--- src/rtl/router_pkg.sv ---
// Shared types for the three-channel packet router: channel index, arbiter states
// and the round-robin successor helper.
package router_pkg;

    localparam int NCH_DEF = 3;
    localparam int DW_DEF  = 8;

    typedef enum logic {
        IDLE = 1'b0,
        XFER = 1'b1
    } arb_state_t;

    typedef logic [1:0] chan_idx_t;

    // Successor of a channel index, wrapping at nch so the index never reaches nch.
    function automatic chan_idx_t next_chan(input chan_idx_t c, input int nch);
        if (int'(c) + 1 >= nch) begin
            return chan_idx_t'(0);
        end
        return c + chan_idx_t'(1);
    endfunction

endpackage

--- src/rtl/router_out_arbiter_if.sv ---
// FIFO-side and output-port signals of the router output arbiter.
// The master modport is the arbiter; the slave modport is the FIFOs plus the downstream port.
interface router_out_arbiter_if
    import router_pkg::*;
#(
    parameter int NCH = NCH_DEF,
    parameter int DW  = DW_DEF
);
    logic [NCH-1:0]    vld_in;
    logic [NCH*DW-1:0] data_in;
    logic [NCH-1:0]    read_enb;
    logic [DW-1:0]     out_data;
    chan_idx_t         out_chan;
    logic              out_valid;
    logic              out_ready;
    logic              out_last;

    modport master (
        input  vld_in, data_in, out_ready,
        output read_enb, out_data, out_chan, out_valid, out_last
    );

    modport slave (
        output vld_in, data_in, out_ready,
        input  read_enb, out_data, out_chan, out_valid, out_last
    );

endinterface

--- src/rtl/router_rr_pick.sv ---
// Combinational round-robin picker: first requesting channel at or after rr_ptr, mod NCH.
module router_rr_pick
    import router_pkg::*;
#(
    parameter int NCH = NCH_DEF
) (
    input  logic [NCH-1:0] req,
    input  chan_idx_t      rr_ptr,
    output chan_idx_t      gnt_idx,
    output logic           any_req
);

    int   idx;
    logic hit;

    always_comb begin
        gnt_idx = '0;
        any_req = 1'b0;
        idx     = 0;
        hit     = 1'b0;
        for (int i = 0; i < NCH; i++) begin
            idx = (int'(rr_ptr) + i) % NCH;
            hit = 1'b0;
            for (int j = 0; j < NCH; j++) begin
                if (j == idx) begin
                    hit = req[j];
                end
            end
            if (!any_req && hit) begin
                any_req = 1'b1;
                gnt_idx = chan_idx_t'(idx);
            end
        end
    end

endmodule

--- src/rtl/router_out_arbiter.sv ---
// Round-robin burst arbiter sharing one output bus among the router's show-ahead FIFOs.
// Define ROUTER_ARB_WDOG_EN to build in the sticky output-stall watchdog (stall_err).
module router_out_arbiter
    import router_pkg::*;
#(
    parameter int NCH         = NCH_DEF,
    parameter int DW          = DW_DEF,
    parameter int BURST_MAX   = 4,
    parameter int WDOG_CYCLES = 16
) (
    input  logic                 clk,
    input  logic                 resetn,
    router_out_arbiter_if.master bus,
    output logic                 busy,
    output logic                 stall_err
);

    localparam int BW = (BURST_MAX > 1) ? $clog2(BURST_MAX) : 1;
    localparam logic [BW-1:0] LAST_BEAT = BW'(BURST_MAX - 1);

    if (NCH < 2 || NCH > 4) begin : g_bad_nch
        $error("router_out_arbiter: NCH must be within 2..4");
    end
    if (BURST_MAX < 1) begin : g_bad_burst
        $error("router_out_arbiter: BURST_MAX must be at least 1");
    end
    if (WDOG_CYCLES < 2) begin : g_bad_wdog
        $error("router_out_arbiter: WDOG_CYCLES must be at least 2");
    end

    arb_state_t     state_q, state_d;
    chan_idx_t      gnt_q, gnt_d;
    chan_idx_t      rr_ptr_q, rr_ptr_d;
    logic [BW-1:0]  beat_cnt_q, beat_cnt_d;

    chan_idx_t      pick_idx;
    logic           any_req;
    logic           head_vld;
    logic [DW-1:0]  head_data;
    logic           xfer;
    logic           out_valid;
    logic           handshake;
    logic           out_last;

    router_rr_pick #(.NCH(NCH)) u_pick (
        .req     (bus.vld_in),
        .rr_ptr  (rr_ptr_q),
        .gnt_idx (pick_idx),
        .any_req (any_req)
    );

    always_comb begin
        head_vld  = 1'b0;
        head_data = '0;
        for (int k = 0; k < NCH; k++) begin
            if (gnt_q == chan_idx_t'(k)) begin
                head_vld  = bus.vld_in[k];
                head_data = bus.data_in[k*DW +: DW];
            end
        end
    end

    // Gating with resetn keeps a reset cycle from popping a FIFO mid-burst.
    assign xfer      = (state_q == XFER);
    assign out_valid = resetn && xfer && head_vld;
    assign handshake = out_valid && bus.out_ready;
    assign out_last  = out_valid && (beat_cnt_q == LAST_BEAT);

    always_comb begin
        bus.read_enb = '0;
        for (int k = 0; k < NCH; k++) begin
            if (handshake && (gnt_q == chan_idx_t'(k))) begin
                bus.read_enb[k] = 1'b1;
            end
        end
    end

    assign bus.out_valid = out_valid;
    assign bus.out_last  = out_last;
    assign bus.out_data  = out_valid ? head_data : '0;
    assign bus.out_chan  = gnt_q;
    assign busy          = xfer;

    always_comb begin
        state_d    = state_q;
        gnt_d      = gnt_q;
        rr_ptr_d   = rr_ptr_q;
        beat_cnt_d = beat_cnt_q;
        case (state_q)
            IDLE: begin
                if (any_req) begin
                    gnt_d      = pick_idx;
                    beat_cnt_d = '0;
                    state_d    = XFER;
                end
            end
            XFER: begin
                // A drained channel gives up the rest of its burst.
                if (!head_vld) begin
                    state_d  = IDLE;
                    rr_ptr_d = next_chan(gnt_q, NCH);
                end else if (handshake) begin
                    if (out_last) begin
                        state_d  = IDLE;
                        rr_ptr_d = next_chan(gnt_q, NCH);
                    end else begin
                        beat_cnt_d = beat_cnt_q + 1'b1;
                    end
                end
            end
            default: state_d = IDLE;
        endcase
    end

    always_ff @(posedge clk) begin
        if (!resetn) begin
            state_q    <= IDLE;
            gnt_q      <= '0;
            rr_ptr_q   <= '0;
            beat_cnt_q <= '0;
        end else begin
            state_q    <= state_d;
            gnt_q      <= gnt_d;
            rr_ptr_q   <= rr_ptr_d;
            beat_cnt_q <= beat_cnt_d;
        end
    end

`ifdef ROUTER_ARB_WDOG_EN
    localparam int WW = $clog2(WDOG_CYCLES + 1);

    logic [WW-1:0] wdog_cnt_q, wdog_cnt_d;
    logic          stall_err_q, stall_err_d;
    logic          stalled;

    // out_valid already implies XFER, so leaving XFER clears the count too.
    assign stalled = out_valid && !bus.out_ready;

    always_comb begin
        wdog_cnt_d  = '0;
        stall_err_d = stall_err_q;
        if (stalled) begin
            if (wdog_cnt_q != WW'(WDOG_CYCLES)) begin
                wdog_cnt_d = wdog_cnt_q + 1'b1;
            end else begin
                wdog_cnt_d = wdog_cnt_q;
            end
            if (wdog_cnt_q == WW'(WDOG_CYCLES - 1)) begin
                stall_err_d = 1'b1;
            end
        end
    end

    always_ff @(posedge clk) begin
        if (!resetn) begin
            wdog_cnt_q  <= '0;
            stall_err_q <= 1'b0;
        end else begin
            wdog_cnt_q  <= wdog_cnt_d;
            stall_err_q <= stall_err_d;
        end
    end

    assign stall_err = stall_err_q;
`else
    assign stall_err = 1'b0;
`endif

endmodule

--- src/flat_wrapper.sv ---
// flat-port wrapper written by rule: the top's interface ports become plain ports
module router_out_arbiter_flat import router_pkg::*;
#(
    parameter int NCH         = NCH_DEF,
    parameter int DW          = DW_DEF,
    parameter int BURST_MAX   = 4,
    parameter int WDOG_CYCLES = 16
)
  (clk, resetn, busy, stall_err, bus_vld_in, bus_data_in, bus_out_ready, bus_read_enb, bus_out_data, bus_out_chan, bus_out_valid, bus_out_last);
  router_out_arbiter_if #(.NCH(NCH), .DW(DW)) bus_i ();
  input  logic clk;
  input  logic resetn;
  output logic busy;
  output logic stall_err;
  input wire logic [$bits(bus_i.vld_in)-1:0] bus_vld_in;
  input wire logic [$bits(bus_i.data_in)-1:0] bus_data_in;
  input wire logic [$bits(bus_i.out_ready)-1:0] bus_out_ready;
  output wire logic [$bits(bus_i.read_enb)-1:0] bus_read_enb;
  output wire logic [$bits(bus_i.out_data)-1:0] bus_out_data;
  output wire logic [$bits(bus_i.out_chan)-1:0] bus_out_chan;
  output wire logic [$bits(bus_i.out_valid)-1:0] bus_out_valid;
  output wire logic [$bits(bus_i.out_last)-1:0] bus_out_last;
  assign bus_i.vld_in = bus_vld_in;
  assign bus_i.data_in = bus_data_in;
  assign bus_i.out_ready = bus_out_ready;
  assign bus_read_enb = bus_i.read_enb;
  assign bus_out_data = bus_i.out_data;
  assign bus_out_chan = bus_i.out_chan;
  assign bus_out_valid = bus_i.out_valid;
  assign bus_out_last = bus_i.out_last;
  router_out_arbiter #(.NCH(NCH), .DW(DW), .BURST_MAX(BURST_MAX), .WDOG_CYCLES(WDOG_CYCLES)) u_core (.clk(clk), .resetn(resetn), .bus(bus_i), .busy(busy), .stall_err(stall_err));
endmodule
--- config.mk ---
export PLATFORM = sky130hd
export DESIGN_NAME = router_out_arbiter_flat
export DESIGN_NICKNAME = d
export VERILOG_FILES = /design/src/rtl/router_pkg.sv /design/src/rtl/router_out_arbiter_if.sv /design/src/rtl/router_rr_pick.sv /design/src/rtl/router_out_arbiter.sv /design/src/flat_wrapper.sv
export SDC_FILE = /design/constraint.sdc
export NUM_CORES = 1
export LEC_CHECK = 0
export BUFFER_PORTS_ARGS = -buffer_cell sky130_fd_sc_hd__buf_2
export CORE_MARGIN = 2
export CORE_UTILIZATION = 44
export DETAILED_ROUTE_END_ITERATION = 12
export GPL_TIMING_DRIVEN = 1
export PLACE_DENSITY = 0.79
export SLEW_MARGIN = 20
export SYNTH_ARGS = -nofsm -noshare
export SYNTH_HDL_FRONTEND = slang
export SYNTH_SLANG_ARGS = --single-unit
--- constraint.sdc ---
create_clock -name clk -period 2.4 [get_ports clk]
set_clock_uncertainty 0.2 [all_clocks]
set_input_delay 0.48 -clock clk [delete_from_list [all_inputs] [get_ports clk]]
set_output_delay 0.48 -clock clk [all_outputs]
set_load 0.02 [all_outputs]
==> flow_summary.ini, run 1 <==
[grt]
grt_pass1_vias = 942
antenna_found_initial = 0
grt_max_degree = 14
grt_pass1_wl_um = 3800
overflow = 0
grt_usage = 0.197

[setup_path]
worst-setup-path-type = flop to output port
arrival_ns = 1.62
cpPeakStageDelay_ns = 0.38
crit_fanout = 6
cp_slowest_cell = dfxtp_2
end_kind = output port
worst-path-buf-inv = 1
crit_family = simple AND/OR/NAND/NOR gates
crit_chain = nor2b_2 -> o2bb2ai_2 -> nand4_1 -> nor3b_1 -> buf_2
crit_required_ns = 1.72
start_kind = flop

[route]
vias = 1056
wirelength_um = 2310
drtIter0Drc = 13
wire_per_inst_um = 11.5
vias_per_cell = 5.25
detail-route-antenna-nets = 0
dr.pass1.iters = 4
post-route-drc-count = 0

[final_layout]
layout-drive-gt1-share = 0.356
final_util = 0.613
multi_input_area_um2 = 667
final_cell_mix = buf_2, nor2_1, a21oi_1, mux2i_1, nand2_1
fin_area_um2 = 1170
areaGrowthSynthToFinish_pct = 34.7
seqCellArea_um2 = 143
nFillCells = 169
diodes = 0
fin_nets = 210
layout_commonest_cell = buf_2

[synthesis]
syn_area_per_cell_um2 = 6.71
synthCells = 129
ys_seq_area_frac = 0.162
netlist_area_um2 = 866
synthArstFlopShare = 0
synth_top_area_frac = 0.162
ys_types = 36
syn_nets = 164
synth_top_area_cell = dfxtp_1
yosys_register_bits = 7
synthTopCellsByArea = dfxtp_1, mux2i_1, a21oi_1, nor2_1, ha_1
yosys_warnings = 0
ys.flop_type = dfxtp_1
synth-edff-count = 0

[sta]
hold_violations = 0
fin_ws_ns = 0.101
period_share = 0.958
fin_crit_ns = 2.30
drv_slew = 0
setup_violations = 0
clock.fmax_mhz = 435

[clock_network]
ctsHoldBuffers = 0
cts_buffers = 3
cts.sinks = 7
clk_path_buf_depth = 2
clock-root-buffer = clkbuf_4
clkLatencyLatePin_ns = 0.24
clk_pin_slew_ns = 0.05
tritoncts = built
htreeDepth = 1

[placement]
place_ws_ns = 0.0561
numPortBuffers = 45
hpwl_um = 1790
placed_cell_area_um2 = 1110
routabilityCongestion = 0.910

[die]
num_rows = 16
pin_count = 47
fp.dieH_um = 48.4
die_w_um = 48.4
core_region_area_um2 = 1900
start_util = 0.455
dieArea_um2 = 2340

[power]
irDropWorstVdd_v = 0.000488
design_power_total_uw = 911
p_leak_nw = 0.563
pwr_density_cell_nw_per_um2 = 781

[worst_hold_path]
hold_path.class = flop to flop

[status]
run_status = completed

[job]
maxCapViolCount = 0
-- final timing paths --
kind                           from                     end  slack (ns)  cells past startpoint
max          u_core.bus.out_chan[0]         bus_read_enb[2]        0.10                      5
min            u_core.beat_cnt_q[0]    u_core.beat_cnt_q[0]        0.30                      1
max reg2reg      u_core.rr_ptr_q[0]  u_core.bus.out_chan[1]        0.13                      7
min reg2reg    u_core.beat_cnt_q[0]    u_core.beat_cnt_q[0]        0.30                      1
-- flip-flops by register name, indices dropped and copies added, names as in the netlist --
signal	cells
u_core.beat_cnt_q	2
u_core.bus.out_chan	2
u_core.busy	1
u_core.rr_ptr_q	2
-- metal layers --
metal | part of all wire | global-route usage | wire length, µm | vias to the layer above
met5 | 0 | 0 | 0 | -
met4 | 0.018 | 0.0571 | 42 | 0
met3 | 0.072 | 0.0185 | 166 | 4
met2 | 0.47 | 0.363 | 1090 | 54
met1 | 0.44 | 0.241 | 1010 | 459
li1 | - | - | - | 539
-- metrics by stage --
| stage | hold slack, ns | std cells | TNS, ns |
|---|---|---|---|
| CTS | 0.288 | 199 | 0 |
| detailed placement | 0.276 | 195 | 0 |
| global route | 0.327 | 201 | -0.00968 |
| finish | 0.295 | 201 | 0 |
| global placement | 0.279 | 195 | 0 |
| floorplan | 0.243 | 129 | 0 |
-- Yosys cell counts, types with 2 or more instances --
library cell  number
a21oi_1           16
buf_2              5
clkbuf_1           4
dfxtp_1            7
ha_1               5
inv_1              5
inv_2              2
mux2i_1           11
nand2_1           10
nand3_1            6
nor2_1            21
nor2b_1            6
nor3_1             2
o21a_1             2
o21ai_0            3
o21ai_1            4
-- where the power goes --
group          internal (mW)  switching (mW)  leakage, nW  total (mW)
registers              0.146          0.0433       0.0581       0.190
clock network         0.0633          0.0408       0.0150       0.104
logic                  0.265           0.352        0.490       0.617
total                  0.475           0.436        0.563       0.911
-- logic make-up (layout without fill, tap and decap cells) --
| group | count (synthesis) | in the layout | synth area share |
|---|---|---|---|
| and+or+nand+nor | 51 | 51 | 0.276 |
| AOI/OAI and AO/OA | 37 | 37 | 0.273 |
| buffers and inverters | 17 | 62 | 0.0853 |
| muxes | 11 | 11 | 0.127 |
| DFF | 7 | 7 | 0.162 |
| adders and majority gates | 5 | 5 | 0.0723 |
| other | 1 | 1 | 0.00433 |
-- timing repair --
action                     in CTS  in global routing
setup endpoints to repair       9                 11
cloned                          0                  0
setup buffers                   0                  2
pin swaps                       0                  2
resized for setup               1                  4
-- worst register-to-register path, stage by stage (launching register included) --
cell and delay, ns:
dfxtp_1 0.37, inv_1 0.08, ha_1 0.44, or2_1 0.30, o32a_1 0.20, and4_4 0.19
o21a_1 0.18, a32o_1 0.21
-- cell type report --
cell class,instances,area share
flip-flops and latches,7,0.122
clock buffers,4,0.0225
well taps,27,0.0290
repair buffers,51,0.232
inverters,7,0.0225
multi-input cells,105,0.572
No activity file was read; power rests on OpenSTA's default activity.
==> run 2: changes to the inputs <==
Settings changed: CELL_PAD_IN_SITES_DETAIL_PLACEMENT set to 2, CELL_PAD_IN_SITES_GLOBAL_PLACEMENT set to 2, CORE_UTILIZATION 44 to 22, PLACE_DENSITY 0.79 to unset, PLACE_DENSITY_LB_ADDON set to 0.1.
==> flow_summary.ini, run 2 (same netlist as run 1, synthesis figures left out) <==
[status]
run_status = completed

[setup_path]
worst-setup-path-type = flop to output port
cpPeakStageDelay_ns = 0.35
cp_slowest_cell = dfxtp_2
end_kind = output port
worst-path-buf-inv = 2
ff2ff_path_depth = 7
arrival_ns = 1.59
crit_required_ns = 1.72
crit_family = simple AND/OR/NAND/NOR gates
timing.rr.start = u_core.rr_ptr_q[0]
start_kind = flop
crit_chain = nor2b_1 -> o2bb2ai_2 -> nand3_1 -> buf_4 -> nor2_1 -> buf_2
reg2reg_setup_slack_ns = 0.20
reg2reg_to = u_core.bus.out_chan[1]
crit_fanout = 9

[route]
post-route-drc-count = 0
vias = 1100
vias_per_cell = 4.87
drtIter0Drc = 41
dr.pass1.iters = 4
wire_per_inst_um = 13.8
wirelength_um = 3130
detail-route-antenna-nets = 0

[sta]
setup_violations = 0
fin_setup_tns_ns = 0
grt_setup_unrepaired = no
hold_violations = 0
drv_slew = 0
period_share = 0.944
clock.fmax_mhz = 441
fin_crit_ns = 2.27

[worst_hold_path]
min_to = u_core.beat_cnt_q[0]
worstHoldStart = u_core.beat_cnt_q[0]
hold_path.class = flop to flop
hold_path_depth = 1

[final_layout]
final_cell_mix = buf_2, nor2_1, a21oi_1, mux2i_1
fin_nets = 214
layout_commonest_cell = buf_2
areaGrowthSynthToFinish_pct = 41.5
layout-drive-gt1-share = 0.354
finalNonFillerCells = 226
nFillCells = 474
diodes = 0

[grt]
grt_pass1_vias = 1096
grt_max_degree = 15
grt_pass1_wl_um = 4870
grt_usage = 0.142
antenna_found_initial = 0
overflow = 0

[power]
design_power_total_mw = 1.01
irDropWorstVdd_v = 0.000159
pwr_density_cell_nw_per_um2 = 828
p_leak_nw = 0.590

[job]
maxCapViolCount = 0

[clock_network]
cts_buffers = 3
clk_path_buf_depth = 2
cts.sinks = 7
clkLatencyLatePin_ns = 0.23
htreeDepth = 1
clock-root-buffer = clkbuf_8
clk_pin_slew_ns = 0.04
tritoncts = built

[die]
core_region_area_um2 = 3720
num_rows = 22
pin_count = 47
dieArea_um2 = 4450
die_w_um = 66.7
fp.dieH_um = 66.7
start_util = 0.233

[placement]
hpwl_um = 2590
dp_cells = 222
numPortBuffers = 45
routabilityCongestion = 0.760
## run 2: final cells by class
| cell class | instances | area [µm²] | area share |
|---|---|---|---|
| clock buffer | 4 | 45.0 | 0.0368 |
| sequential | 7 | 141 | 0.115 |
| tap | 48 | 60.1 | 0.0490 |
| multi-input combinational | 105 | 652 | 0.532 |
| inverter | 7 | 26.3 | 0.0215 |
| timing repair buffer | 55 | 300 | 0.245 |
## run 2: worst max path at each step
stage	cells past startpoint	end	startpoint	slack, ns
final	6	bus_out_data[6]	u_core.bus.out_chan[1]	0.13
after global routing	5	bus_read_enb[2]	u_core.bus.out_chan[1]	0.05
after CTS	6	bus_out_data[6]	u_core.bus.out_chan[1]	0.1
after global placement	6	bus_read_enb[2]	bus_vld_in[2]	0.22
after detailed placement	7	bus_out_data[6]	bus_vld_in[0]	0.18
after floorplan	4	bus_read_enb[2]	u_core.bus.out_chan[0]	0.13
## run 2: power breakdown
group          switching (mW)  total, mW  leakage [nW]  internal, mW
clock                  0.0558      0.171        0.0228         0.115
combinational           0.381      0.665         0.510         0.284
sequential             0.0330      0.178        0.0577         0.145
total                   0.470       1.01         0.590         0.545
## run 2: repair_timing
item | in CTS | in global routing
endpoints found under the setup margin | 0 | 3
hold buffers | 0 | 0
resized for setup | 0 | 1
buffers inserted | 0 | 0
## run 2: layer usage
metal  track usage  up-vias  share of wire
met3        0.0169        2          0.055
met1         0.177      513           0.46
met5             0        -              0
met4        0.0536        0         0.0045
li1              -      545              -
met2         0.248       40           0.48
## run 2: worst reg2reg max path, stage by stage, from the launching register on
cell	delay [ns]
dfxtp_1	0.32
inv_1	0.06
ha_1	0.42
or2_1	0.29
o32a_1	0.20
and4_4	0.20
o21a_1	0.19
a32o_1	0.21
## run 2: per-stage QoR
| step | util | cell area (µm²) | hold WS [ns] | setup WS, ns |
|---|---|---|---|---|
| 2_1_floorplan | - | 866 | 0.243 | 0.130 |
| 3_3_place_gp | 0.317 | 1180 | 0.271 | 0.217 |
| 3_5_place_dp | 0.317 | 1180 | 0.285 | 0.177 |
| 4_1_cts | 0.329 | 1220 | 0.288 | 0.0990 |
| 5_1_grt | 0.330 | 1220 | 0.307 | 0.0546 |
| 6_report | 0.330 | 1220 | 0.291 | 0.134 |
